$ cat config.mk
export PLATFORM = sky130hd
export DESIGN_NAME = spi_master_flat
export DESIGN_NICKNAME = d
export VERILOG_FILES = /design/src/rtl/spi_master_if.sv /design/src/rtl/spi_master.sv /design/src/flat_wrapper.sv
export SDC_FILE = /design/constraint.sdc
export NUM_CORES = 1
export LEC_CHECK = 0
export CAP_MARGIN = 20
export CORE_MARGIN = 3
export CORE_UTILIZATION = 50
export CTS_CLUSTER_DIAMETER = 30
export DETAILED_ROUTE_END_ITERATION = 8
export PLACE_DENSITY = 0.75
export SLEW_MARGIN = 20
export SYNTH_ARGS = -nofsm -noshare
export SYNTH_HDL_FRONTEND = slang
export SYNTH_SLANG_ARGS = --single-unit
$ cat constraint.sdc
create_clock -name CLK -period 3.1 [get_ports CLK]
set_input_delay 0.62 -clock CLK [delete_from_list [all_inputs] [get_ports CLK]]
set_output_delay 0.62 -clock CLK [all_outputs]
set_load 0.01 [all_outputs]
$ cat src/rtl/spi_master_if.sv
// Bundle of the spi_master host handshake and SPI pins.
// "master" is the view of the spi_master block itself; "slave" is the view of
// whatever sits on the other side (host logic supplying words plus the SPI peer).
interface spi_master_if #(
  parameter int WIDTH = 64
);
  logic [WIDTH-1:0] DIN;
  logic             DIN_VLD;
  logic             DIN_RDY;
  logic [WIDTH-1:0] DOUT;
  logic             DOUT_VLD;
  logic             BUSY;
  logic             SCLK;
  logic             CS_N;
  logic             MOSI;
  logic             MISO;

  modport master (
    input  DIN, DIN_VLD, MISO,
    output DIN_RDY, DOUT, DOUT_VLD, BUSY, SCLK, CS_N, MOSI
  );

  modport slave (
    output DIN, DIN_VLD, MISO,
    input  DIN_RDY, DOUT, DOUT_VLD, BUSY, SCLK, CS_N, MOSI
  );
endinterface

$ cat src/rtl/spi_master.sv
// Single-word SPI master, mode 0 (CPOL=0, CPHA=0), MSB first.
// Frames one WIDTH-bit word per CS_N assertion and returns the word captured on MISO.
// Every pin and status output comes straight from a flop; SCLK is a registered toggle.
module spi_master #(
  parameter int WIDTH    = 64,
  parameter int CLK_DIV  = 4,
  parameter int CS_SETUP = 4,
  parameter int CS_HOLD  = 4,
  parameter int CS_GAP   = 8
) (
  input  logic         CLK,
  input  logic         RST_N,
  spi_master_if.master bus
);

  localparam int CNT_W = 16;
  localparam int BIT_W = (WIDTH > 2) ? $clog2(WIDTH) : 1;

  typedef enum logic [2:0] {IDLE, SETUP, XFER, HOLD, GAP} state_t;

  state_t             state_reg, state_next;
  logic [CNT_W-1:0]   cnt_reg, cnt_next;       // cycles left in the current phase
  logic [BIT_W-1:0]   bit_reg, bit_next;       // bits left after the current one
  logic [WIDTH-1:0]   tx_reg, tx_next;         // MSB is the bit on MOSI
  logic [WIDTH-1:0]   rx_reg, rx_next;
  logic [WIDTH-1:0]   dout_reg, dout_next;
  logic               dout_vld_reg, dout_vld_next;
  logic               sclk_reg, sclk_next;
  logic               cs_n_reg, cs_n_next;
  logic               din_rdy_reg, din_rdy_next;
  logic               busy_reg, busy_next;

  // State and datapath registers; reset abandons any frame immediately
  always_ff @(posedge CLK or negedge RST_N) begin
    if (!RST_N) begin
      state_reg    <= IDLE;
      cnt_reg      <= '0;
      bit_reg      <= '0;
      tx_reg       <= '0;
      rx_reg       <= '0;
      dout_reg     <= '0;
      dout_vld_reg <= 1'b0;
      sclk_reg     <= 1'b0;
      cs_n_reg     <= 1'b1;
      din_rdy_reg  <= 1'b0;
      busy_reg     <= 1'b0;
    end else begin
      state_reg    <= state_next;
      cnt_reg      <= cnt_next;
      bit_reg      <= bit_next;
      tx_reg       <= tx_next;
      rx_reg       <= rx_next;
      dout_reg     <= dout_next;
      dout_vld_reg <= dout_vld_next;
      sclk_reg     <= sclk_next;
      cs_n_reg     <= cs_n_next;
      din_rdy_reg  <= din_rdy_next;
      busy_reg     <= busy_next;
    end
  end

  // Next-state and datapath decode for the frame sequencer
  always_comb begin
    state_next    = state_reg;
    cnt_next      = cnt_reg;
    bit_next      = bit_reg;
    tx_next       = tx_reg;
    rx_next       = rx_reg;
    dout_next     = dout_reg;
    dout_vld_next = 1'b0;
    sclk_next     = sclk_reg;
    cs_n_next     = cs_n_reg;

    case (state_reg)
      IDLE: begin
        // din_rdy_reg is low on the first cycle out of reset, so nothing is taken then
        if (din_rdy_reg && bus.DIN_VLD) begin
          tx_next    = bus.DIN;
          cs_n_next  = 1'b0;
          cnt_next   = CNT_W'(CS_SETUP - 1);
          state_next = SETUP;
        end
      end

      SETUP: begin
        if (cnt_reg == '0) begin
          cnt_next   = CNT_W'(CLK_DIV - 1);
          bit_next   = BIT_W'(WIDTH - 1);
          state_next = XFER;
        end else begin
          cnt_next = cnt_reg - 1'b1;
        end
      end

      XFER: begin
        if (cnt_reg != '0) begin
          cnt_next = cnt_reg - 1'b1;
        end else begin
          cnt_next = CNT_W'(CLK_DIV - 1);
          if (!sclk_reg) begin
            // Rising edge: capture MISO, which the peer changed on the previous fall
            sclk_next = 1'b1;
            rx_next   = {rx_reg[WIDTH-2:0], bus.MISO};
          end else begin
            // Falling edge: present the next bit; the last shift leaves MOSI at 0
            sclk_next = 1'b0;
            tx_next   = {tx_reg[WIDTH-2:0], 1'b0};
            if (bit_reg == '0) begin
              cnt_next   = CNT_W'(CS_HOLD - 1);
              state_next = HOLD;
            end else begin
              bit_next = bit_reg - 1'b1;
            end
          end
        end
      end

      HOLD: begin
        if (cnt_reg == '0) begin
          cs_n_next     = 1'b1;
          dout_next     = rx_reg;
          dout_vld_next = 1'b1;
          cnt_next      = CNT_W'(CS_GAP - 1);
          state_next    = GAP;
        end else begin
          cnt_next = cnt_reg - 1'b1;
        end
      end

      GAP: begin
        if (cnt_reg == '0) begin
          state_next = IDLE;
        end else begin
          cnt_next = cnt_reg - 1'b1;
        end
      end

      default: begin
        state_next = IDLE;
      end
    endcase

    // Registered status follows the state being entered
    din_rdy_next = (state_next == IDLE);
    busy_next    = (state_next != IDLE);
  end

  assign bus.DIN_RDY  = din_rdy_reg;
  assign bus.DOUT     = dout_reg;
  assign bus.DOUT_VLD = dout_vld_reg;
  assign bus.BUSY     = busy_reg;
  assign bus.SCLK     = sclk_reg;
  assign bus.CS_N     = cs_n_reg;
  assign bus.MOSI     = tx_reg[WIDTH-1];

endmodule

$ cat src/flat_wrapper.sv
// flat-port wrapper written by rule: the top's interface ports become plain ports
module spi_master_flat 
#(
  parameter int WIDTH    = 64,
  parameter int CLK_DIV  = 4,
  parameter int CS_SETUP = 4,
  parameter int CS_HOLD  = 4,
  parameter int CS_GAP   = 8
)
  (CLK, RST_N, bus_DIN, bus_DIN_VLD, bus_MISO, bus_DIN_RDY, bus_DOUT, bus_DOUT_VLD, bus_BUSY, bus_SCLK, bus_CS_N, bus_MOSI);
  spi_master_if #(.WIDTH(WIDTH)) bus_i ();
  input  logic CLK;
  input  logic RST_N;
  input wire logic [$bits(bus_i.DIN)-1:0] bus_DIN;
  input wire logic [$bits(bus_i.DIN_VLD)-1:0] bus_DIN_VLD;
  input wire logic [$bits(bus_i.MISO)-1:0] bus_MISO;
  output wire logic [$bits(bus_i.DIN_RDY)-1:0] bus_DIN_RDY;
  output wire logic [$bits(bus_i.DOUT)-1:0] bus_DOUT;
  output wire logic [$bits(bus_i.DOUT_VLD)-1:0] bus_DOUT_VLD;
  output wire logic [$bits(bus_i.BUSY)-1:0] bus_BUSY;
  output wire logic [$bits(bus_i.SCLK)-1:0] bus_SCLK;
  output wire logic [$bits(bus_i.CS_N)-1:0] bus_CS_N;
  output wire logic [$bits(bus_i.MOSI)-1:0] bus_MOSI;
  assign bus_i.DIN = bus_DIN;
  assign bus_i.DIN_VLD = bus_DIN_VLD;
  assign bus_i.MISO = bus_MISO;
  assign bus_DIN_RDY = bus_i.DIN_RDY;
  assign bus_DOUT = bus_i.DOUT;
  assign bus_DOUT_VLD = bus_i.DOUT_VLD;
  assign bus_BUSY = bus_i.BUSY;
  assign bus_SCLK = bus_i.SCLK;
  assign bus_CS_N = bus_i.CS_N;
  assign bus_MOSI = bus_i.MOSI;
  spi_master #(.WIDTH(WIDTH), .CLK_DIV(CLK_DIV), .CS_SETUP(CS_SETUP), .CS_HOLD(CS_HOLD), .CS_GAP(CS_GAP)) u_core (.CLK(CLK), .RST_N(RST_N), .bus(bus_i));
endmodule
==> results.toml, run 1 <==
[logic_synthesis]
ys_seq_area_frac = 0.605
ys.flop_type = "dfrtp_1"
yosysTopAreaCell = "dfrtp_1"
synth_top_area_share = 0.602
ys_ff_latch = 222
synth_cells = 680
synth-edff-count = 0
syn_nets = 751
synth.area.top_cells = "dfrtp_1, mux2_2, a2bb2oi_1"
synthDistinctLibCells = 54
synth_area_mm2 = 0.00918
async_flop_share = 1.00
ys_warn_count = 0
postSynthAreaPerCell_um2 = 13.5

[floorplan]
core-area_mm2 = 0.0177
die_h_um = 142
ios = 138
die_x_um = 142
die_area_mm2 = 0.0200
std_cell_rows = 48
initial_core_util = 0.520

[global_routing]
grt-ovfl-total = 0
grt_max_degree = 95
antenna_found_initial = 0
grt_pass1_vias = 6723
grtUsageTotal = 0.207
grt_first_pass_wirelength_um = 34000

[setup_path]
cp.arrival_ns = 3.13
end_kind = "register"
ff2ff_path_depth = 5
path_class = "reg2reg"
crit-reg2reg-launch = "u_core.cnt_reg[0]"
crit_path_start_kind = "register"
r2r_slack_ns = 0.36
crit_fanout = 68
timing.rr.end = "u_core.bus.DOUT[32]"
critPathRequiredTime_ns = 3.49

[clocking]
clock_latency_ns = 0.52
cts_htree_levels = 2
clockBufferDepth = 3
cts_buffers = 46
postCtsHoldBufs = 0
cts_num_sinks = 222
path_clk_slew_ns = 0.05
clock-root-buffer = "clkbuf_16"
post_cts_resized = 0
cts_post_setup_buffers_inserted = 0
cts_tree = "yes"

[timing]
fin_crit_ns = 2.74
finalCritPeriodShare = 0.885
rsz0062_at_grt = "false"
tns_ns = 0
slew_headroom = 0.336
final_hold_viol_count = 0
slew_viol_final = 0
clock_skew_ns = 0.0161
max_freq_mhz = 365
worstMarginPinSlew_ns = 0.996
setup_viol = 0

[power_and_ir_drop]
irDropWorstVdd_v = 0.000629
p_per_area_mw_per_mm2 = 674
p_leak_nw = 5.88

[routing]
drtIter0Drc = 374
drtPass1Iterations = 5
vias_per_cell = 5.78
num_vias = 6297
drc_errors = 0
ant_nets = 0
wl_per_cell_um = 18.8
finalWirelength_um = 20500

[cells_and_area]
layout_commonest_cell = "dfrtp_1"
diodes = 0
area_growth_pct = 36.0
drive_above_1_share = 0.266
final_cell_mix = "dfrtp_1, clkdlybuf4s50_1, mux2_2"
nets = 901
final_core_util = 0.707

[status]
status = "finished, final reports clean"

[place]
place_congestion = 0.853
portBuffers = 137
dp_hpwl_um = 12600

[flow_run]
cap_violations = 0

[hold_path]
hold_class = "in2async"
layer usage:
layer	global-route usage	vias to the layer above	part of all wire
met1	0.268	3139	0.42
met2	0.343	213	0.50
met4	0.0808	0	0.026
met5	0	-	0
met3	0.0445	51	0.054
li1	-	2894	-
critical path, cell delays in order, from the launching register on:
cell and delay (ns):
dfrtp_1 0.42, inv_1 0.13, ha_1 0.17, or4b_1 0.48, or4_4 0.94, mux2_2 0.43
kinds of logic after synthesis:
family | after synthesis | share of synthesized area
buffers and inverters | 59 | 0.0290
xor gates and xnor gates | 5 | 0.00477
muxes | 129 | 0.165
DFF | 222 | 0.605
adders and majority gates | 3 | 0.00409
AOI/OAI and AO/OA | 181 | 0.141
and+or+nand+nor | 81 | 0.0518
synthesized netlist by cell type (2+ instances only):
master	n
a21o_1	2
a21oi_1	14
a2bb2oi_1	62
and2_1	2
and3_1	3
buf_1	2
buf_2	12
buf_6	4
clkbuf_1	30
dfrtp_1	221
ha_1	3
inv_1	11
mux2_1	5
mux2_2	107
mux2_4	16
nand2_1	10
nand2b_1	7
nand3_1	5
nand4_1	2
nor2_1	7
nor2b_1	3
nor3_1	9
nor4_1	5
o211ai_1	5
o21ai_0	19
o21ai_1	2
o22ai_1	63
o311ai_0	2
or2_2	2
or3_1	14
or3b_2	2
or4_1	3
xnor2_1	5
cell type report:
cell class / instances / area [µm²]
flip-flops and latches: 222 / 5560
fillers: 1176 / 5170
multi-input cells: 399 / 3390
repair buffers: 150 / 1520
clock buffers: 53 / 1230
clock inverters: 30 / 463
well taps: 225 / 282
inverters: 11 / 41.3
how the worst max path moves through the flow:
stage | startpoint | end | slack [ns]
2_1_floorplan | u_core.cnt_reg[0] | u_core.bus.DOUT[47] | 0.58
4_1_cts | u_core.cnt_reg[0] | u_core.bus.DOUT[12] | 0.37
5_1_grt | u_core.cnt_reg[0] | u_core.bus.DOUT[48] | 0.25
3_5_place_dp | u_core.cnt_reg[0] | u_core.bus.DOUT[21] | 0.42
3_3_place_gp | u_core.cnt_reg[0] | u_core.bus.DOUT[49] | 0.50
6_report | u_core.cnt_reg[0] | u_core.bus.DOUT[32] | 0.36
report_power, final:
part	switching [mW]	internal, mW
logic	0.0838	0.101
clock network	1.57	3.75
registers	0	2.91
stage by stage:
step | std cells | instance area, µm² | hold WS [ns] | total power, mW | setup WS [ns]
2_1_floorplan | 680 | 9180 | 0.324 | 2.98 | 0.578
3_3_place_gp | 1007 | 10800 | 0.450 | 3.13 | 0.498
3_5_place_dp | 1007 | 10800 | 0.457 | 3.14 | 0.416
4_1_cts | 1090 | 12500 | 0.155 | 8.51 | 0.374
5_1_grt | 1090 | 12500 | 0.187 | 8.66 | 0.250
6_report | 1090 | 12500 | 0.131 | 8.41 | 0.358
Note: power is estimated with default switching activity, not from simulation.
==> run 2: changes to the inputs <==
--- a/config.mk
+++ b/config.mk
@@ -8,10 +8,10 @@
 export CAP_MARGIN = 20
 export CORE_MARGIN = 3
 export CORE_UTILIZATION = 50
-export CTS_CLUSTER_DIAMETER = 30
 export DETAILED_ROUTE_END_ITERATION = 8
 export PLACE_DENSITY = 0.75
 export SLEW_MARGIN = 20
 export SYNTH_ARGS = -nofsm -noshare
 export SYNTH_HDL_FRONTEND = slang
 export SYNTH_SLANG_ARGS = --single-unit
+export TNS_END_PERCENT = 20
==> run 2 against run 1 <==
  * Clock power down 48%
  * First-iteration DRC count down 4.5%
  * Die area unchanged
  * Setup slack better by 0.035 ns
  * Sequential power about the same
  * Cell count down 3.9%
  * Worst hold slack better by 0.0030 ns
  * Highest routed layer unchanged
==> results.toml, run 2 (same netlist as run 1, synthesis figures left out) <==
[status]
status = "finished, final reports clean"

[clocking]
clockBufferDepth = 3
postCtsHoldBufs = 0
cts_htree_levels = 1
post_cts_resized = 0
cts_tree = "yes"
clock-root-buffer = "clkbuf_16"
cts_post_setup_buffers_inserted = 0
cts_buffers = 23
clock_latency_ns = 0.50
cts_num_sinks = 222
path_clk_slew_ns = 0.06

[routing]
ant_nets = 0
vias_per_cell = 5.81
drtIter0Drc = 357
drtPass1Iterations = 4
num_vias = 6081
drc_errors = 0
wl_per_cell_um = 18.4
finalWirelength_um = 19300

[timing]
clock_skew_ns = 0.0106
tns_ns = 0
worstMarginPinSlew_ns = 0.999
finalCritPeriodShare = 0.873
max_freq_mhz = 369
fin_crit_ns = 2.71
setup_viol = 0
slew_headroom = 0.334
rsz0062_at_grt = "false"
holdWs_ns = 0.134
final_hold_viol_count = 0
worst_slack_ns = 0.393
slew_viol_final = 0

[cells_and_area]
diodes = 0
regArea_mm2 = 0.00556
area_growth_pct = 26.1
drive_above_1_share = 0.227
layout_commonest_cell = "dfrtp_1"
fill_cells = 1283
multi_input_area_mm2 = 0.00339
fin_area_mm2 = 0.0116
layout.cells.non_filler = 1047
nets = 878
final_cell_mix = "dfrtp_1, clkdlybuf4s50_1, mux2_2"

[setup_path]
crit_fanout = 68
cp.arrival_ns = 3.08
cp.buffers_inverters = 1
cp_cell_sequence = "inv_1 > ha_1 > or4b_1 > or4_4 > mux2_4"
crit_path_start_kind = "register"
slowest_stage = "or4_4"
slowest_delay_ns = 0.93
critical_path_cell_count = 5
ff2ff_path_depth = 5
path_class = "reg2reg"
end_kind = "register"
critPathTopFamily = "simple AND/OR/NAND/NOR gates"
critPathRequiredTime_ns = 3.48

[floorplan]
die_h_um = 142
die_x_um = 142
initial_core_util = 0.520
std_cell_rows = 48
die_area_mm2 = 0.0200
core-area_mm2 = 0.0177
ios = 138

[power_and_ir_drop]
irDropWorstVdd_v = 0.000432
pwr-share-clk = 0.475
p_int_mw = 4.72
p_per_area_mw_per_mm2 = 508
seq_power_share = 0.493
switchingPower_mw = 1.16
p_leak_nw = 5.43
p_sw_frac = 0.198
pwr-share-comb = 0.031

[place]
place_congestion = 0.853
place_inst = 1007
portBuffers = 137
pre_cts_ws_ns = 0.416
placed_area_mm2 = 0.0108
dp_hpwl_um = 12600

[global_routing]
grt_pass1_vias = 6325
antenna_found_initial = 0
grt_first_pass_wirelength_um = 32000
grt-ovfl-total = 0
grt_max_degree = 95
grtUsageTotal = 0.192

[flow_run]
cap_violations = 0

[hold_path]
hold_class = "in2async"
run 2: cell count changes in the layout (fill, tap and decap cells not counted):
cell,change
clkinv_4,-3
inv_6,-3
bufinv_16,-9
clkinv_2,-7
inv_8,-1
clkbuf_8,+5
clkbuf_16,-24
clkinvlp_4,-1
run 2: layout make-up:
class,count,area share
timing repair buffer,150,0.132
sequential,222,0.480
inverter,11,0.00357
tap,225,0.0243
multi-input combinational,399,0.293
clock inverter,6,0.00746
clock buffer,34,0.0602
run 2: power by group through the flow:
stage,clock network [mW],registers (mW),logic (mW)
6_report,2.79,2.90,0.185
3_5_place_dp,0,2.95,0.188
4_1_cts,2.87,2.90,0.190
2_1_floorplan,0,2.95,0.0294
3_3_place_gp,0,2.95,0.183
5_1_grt,2.99,2.90,0.204
run 2: routing by layer:
layer  share of wire  global-route usage  up-vias
met5               0                   0        -
met2            0.49               0.320      158
li1                -                   -     2840
met3           0.045              0.0330       40
met4           0.024              0.0535        0
met1            0.44               0.261     3043
run 2: worst paths after layout:
path / slack [ns] / startpoint / end
setup / recovery: 0.39 / u_core.cnt_reg[0] / u_core.bus.DOUT[47]
hold / removal: 0.13 / RST_N / u_core.cnt_reg[13]
setup reg to reg: 0.39 / u_core.cnt_reg[0] / u_core.bus.DOUT[47]
hold reg to reg: 0.47 / u_core.bus.CS_N / u_core.bus.CS_N
max in group asynchronous: 2.13 / RST_N / u_core.tx_reg[22]
min in group CLK: 0.47 / u_core.bus.CS_N / u_core.bus.CS_N
run 2: metrics by stage:
stage,utilization,total power [mW]
floorplan,-,2.98
global placement,0.611,3.13
detailed placement,0.611,3.14
CTS,0.655,5.96
global route,0.655,6.09
finish,0.655,5.88
==> run 3: changes to the inputs <==
--- a/config.mk
+++ b/config.mk
@@ -7,10 +7,9 @@
 export LEC_CHECK = 0
 export CAP_MARGIN = 20
 export CORE_MARGIN = 3
-export CORE_UTILIZATION = 50
+export CORE_UTILIZATION = 54
 export DETAILED_ROUTE_END_ITERATION = 8
-export PLACE_DENSITY = 0.75
-export SLEW_MARGIN = 20
+export PLACE_DENSITY_LB_ADDON = 0.15
 export SYNTH_ARGS = -nofsm -noshare
 export SYNTH_HDL_FRONTEND = slang
 export SYNTH_SLANG_ARGS = --single-unit
==> run 3 against run 2 <==
  * Cell count fell by 0.19%
  * Clock power about the same
  * Power is 0.51% lower
  * Core utilization grew 4.3 points
  * Largest cell class unchanged
==> results.toml, run 3 (same netlist as run 1, synthesis figures left out) <==
[power_and_ir_drop]
p_leak_nw = 5.45
p_total_mw = 5.85
p_per_area_mw_per_mm2 = 505
irDropWorstVdd_v = 0.000454

[cells_and_area]
fin_area_mm2 = 0.0116
final_core_util = 0.699
area_growth_pct = 26.2
drive_above_1_share = 0.228
nets = 882
fill_cells = 1184
layout_commonest_cell = "dfrtp_1"
diodes = 0
final_cell_mix = "dfrtp_1, clkdlybuf4s50_1, mux2_2"

[routing]
wl_met1_um = 8520
num_vias = 6157
ant_nets = 0
routed.top_layer = "met4"
wl_met3_um = 1070
drc_errors = 0
drtIter0Drc = 379
wl_met2_um = 9180
finalWirelength_um = 19100
wl_per_cell_um = 18.3
drtPass1Iterations = 4
vias_per_cell = 5.89

[setup_path]
cp.arrival_ns = 3.09
crit_path_start_kind = "register"
slowest_stage = "or4_4"
slowest_delay_ns = 0.93
cp_cell_sequence = "inv_1 > ha_1 > or4b_1 > or4_4 > mux2_2"
crit_fanout = 68
cp.buffers_inverters = 1
end_kind = "register"
critPathTopFamily = "simple AND/OR/NAND/NOR gates"
critPathRequiredTime_ns = 3.49
path_class = "reg2reg"

[timing]
finalCritPeriodShare = 0.870
final_hold_viol_count = 0
slew_viol_final = 0
clock_skew_ns = 0.00999
max_freq_mhz = 371
tns_ns = 0
worstMarginPinSlew_ns = 1.01
fin_crit_ns = 2.70
setup_viol = 0
slew_headroom = 0.324
worst_slack_ns = 0.403
rsz0062_at_grt = "false"

[clocking]
cts_htree_levels = 1
cts_buffers = 24
cts_tree = "yes"
postCtsHoldBufs = 0
path_clk_slew_ns = 0.06
cts_num_sinks = 222
clockBufferDepth = 3
cts_post_setup_buffers_inserted = 0
clock-root-buffer = "clkbuf_16"
clock_latency_ns = 0.51
post_cts_resized = 0

[floorplan]
die_area_mm2 = 0.0186
ios = 138
die_h_um = 136
std_cell_rows = 47
die_x_um = 136
initial_core_util = 0.554
core-area_mm2 = 0.0166

[place]
pre_cts_ws_ns = 0.437
placed_area_mm2 = 0.0108
place_congestion = 0.907
portBuffers = 137
dp_hpwl_um = 12400

[global_routing]
grt_pass1_vias = 6255
grt_first_pass_wirelength_um = 31400
grtUsageTotal = 0.206
antenna_found_initial = 0
grt_max_degree = 87
grt-ovfl-total = 0

[hold_path]
hold_class = "in2async"

[flow_run]
cap_violations = 0

[status]
status = "finished, final reports clean"
==> run 3: layer usage <==
layer  track usage  vias to the layer above
li1              -                     2832
met1         0.291                     3127
met2         0.327                      166
met3        0.0444                       32
met4        0.0526                        0
met5             0                        -
==> run 3: cell type report <==
cell class	instances	area [µm²]	share of cell area
Clock inverter	7	96.3	0.00831
Multi-Input combinational cell	399	3390	0.292
Inverter	11	41.3	0.00356
Tap cell	220	275	0.0238
Clock buffer	33	674	0.0582
Sequential cell	222	5560	0.479
Timing Repair Buffer	153	1560	0.135
==> run 3: through the flow <==
stage,cells,hold slack [ns]
after floorplan,680,0.324
after global placement,1005,0.448
after detailed placement,1005,0.450
after CTS,1045,0.123
after global routing,1045,0.147
final,1045,0.0710
==> run 3: path summary, 6_finish.rpt <==
check | cells after the start | startpoint | to | slack, ns
worst max-delay path | 5 | u_core.cnt_reg[0] | u_core.bus.DOUT[12] | 0.40
worst min-delay path | 1 | RST_N | u_core.cnt_reg[3] | 0.07
worst max register to register | 5 | u_core.cnt_reg[0] | u_core.bus.DOUT[12] | 0.40
worst min register to register | 2 | u_core.bus.CS_N | u_core.bus.CS_N | 0.46
max in group asynchronous | 2 | RST_N | u_core.bus.DOUT[6] | 2.21
min in group CLK | 2 | u_core.bus.CS_N | u_core.bus.CS_N | 0.46
==> run 3: power breakdown <==
| group | internal (mW) | switching [mW] | leakage [nW] |
|---|---|---|---|
| registers | 2.90 | 0 | 3.05 |
| clock network | 1.68 | 1.09 | 0.381 |
| logic | 0.100 | 0.0821 | 2.02 |
| total | 4.68 | 1.17 | 5.45 |
==> run 3: worst register-to-register path: stages (launching register included) <==
cell and delay [ns]:
dfrtp_1 0.41, inv_1 0.11, ha_1 0.16, or4b_1 0.46
or4_4 0.93, mux2_2 0.50
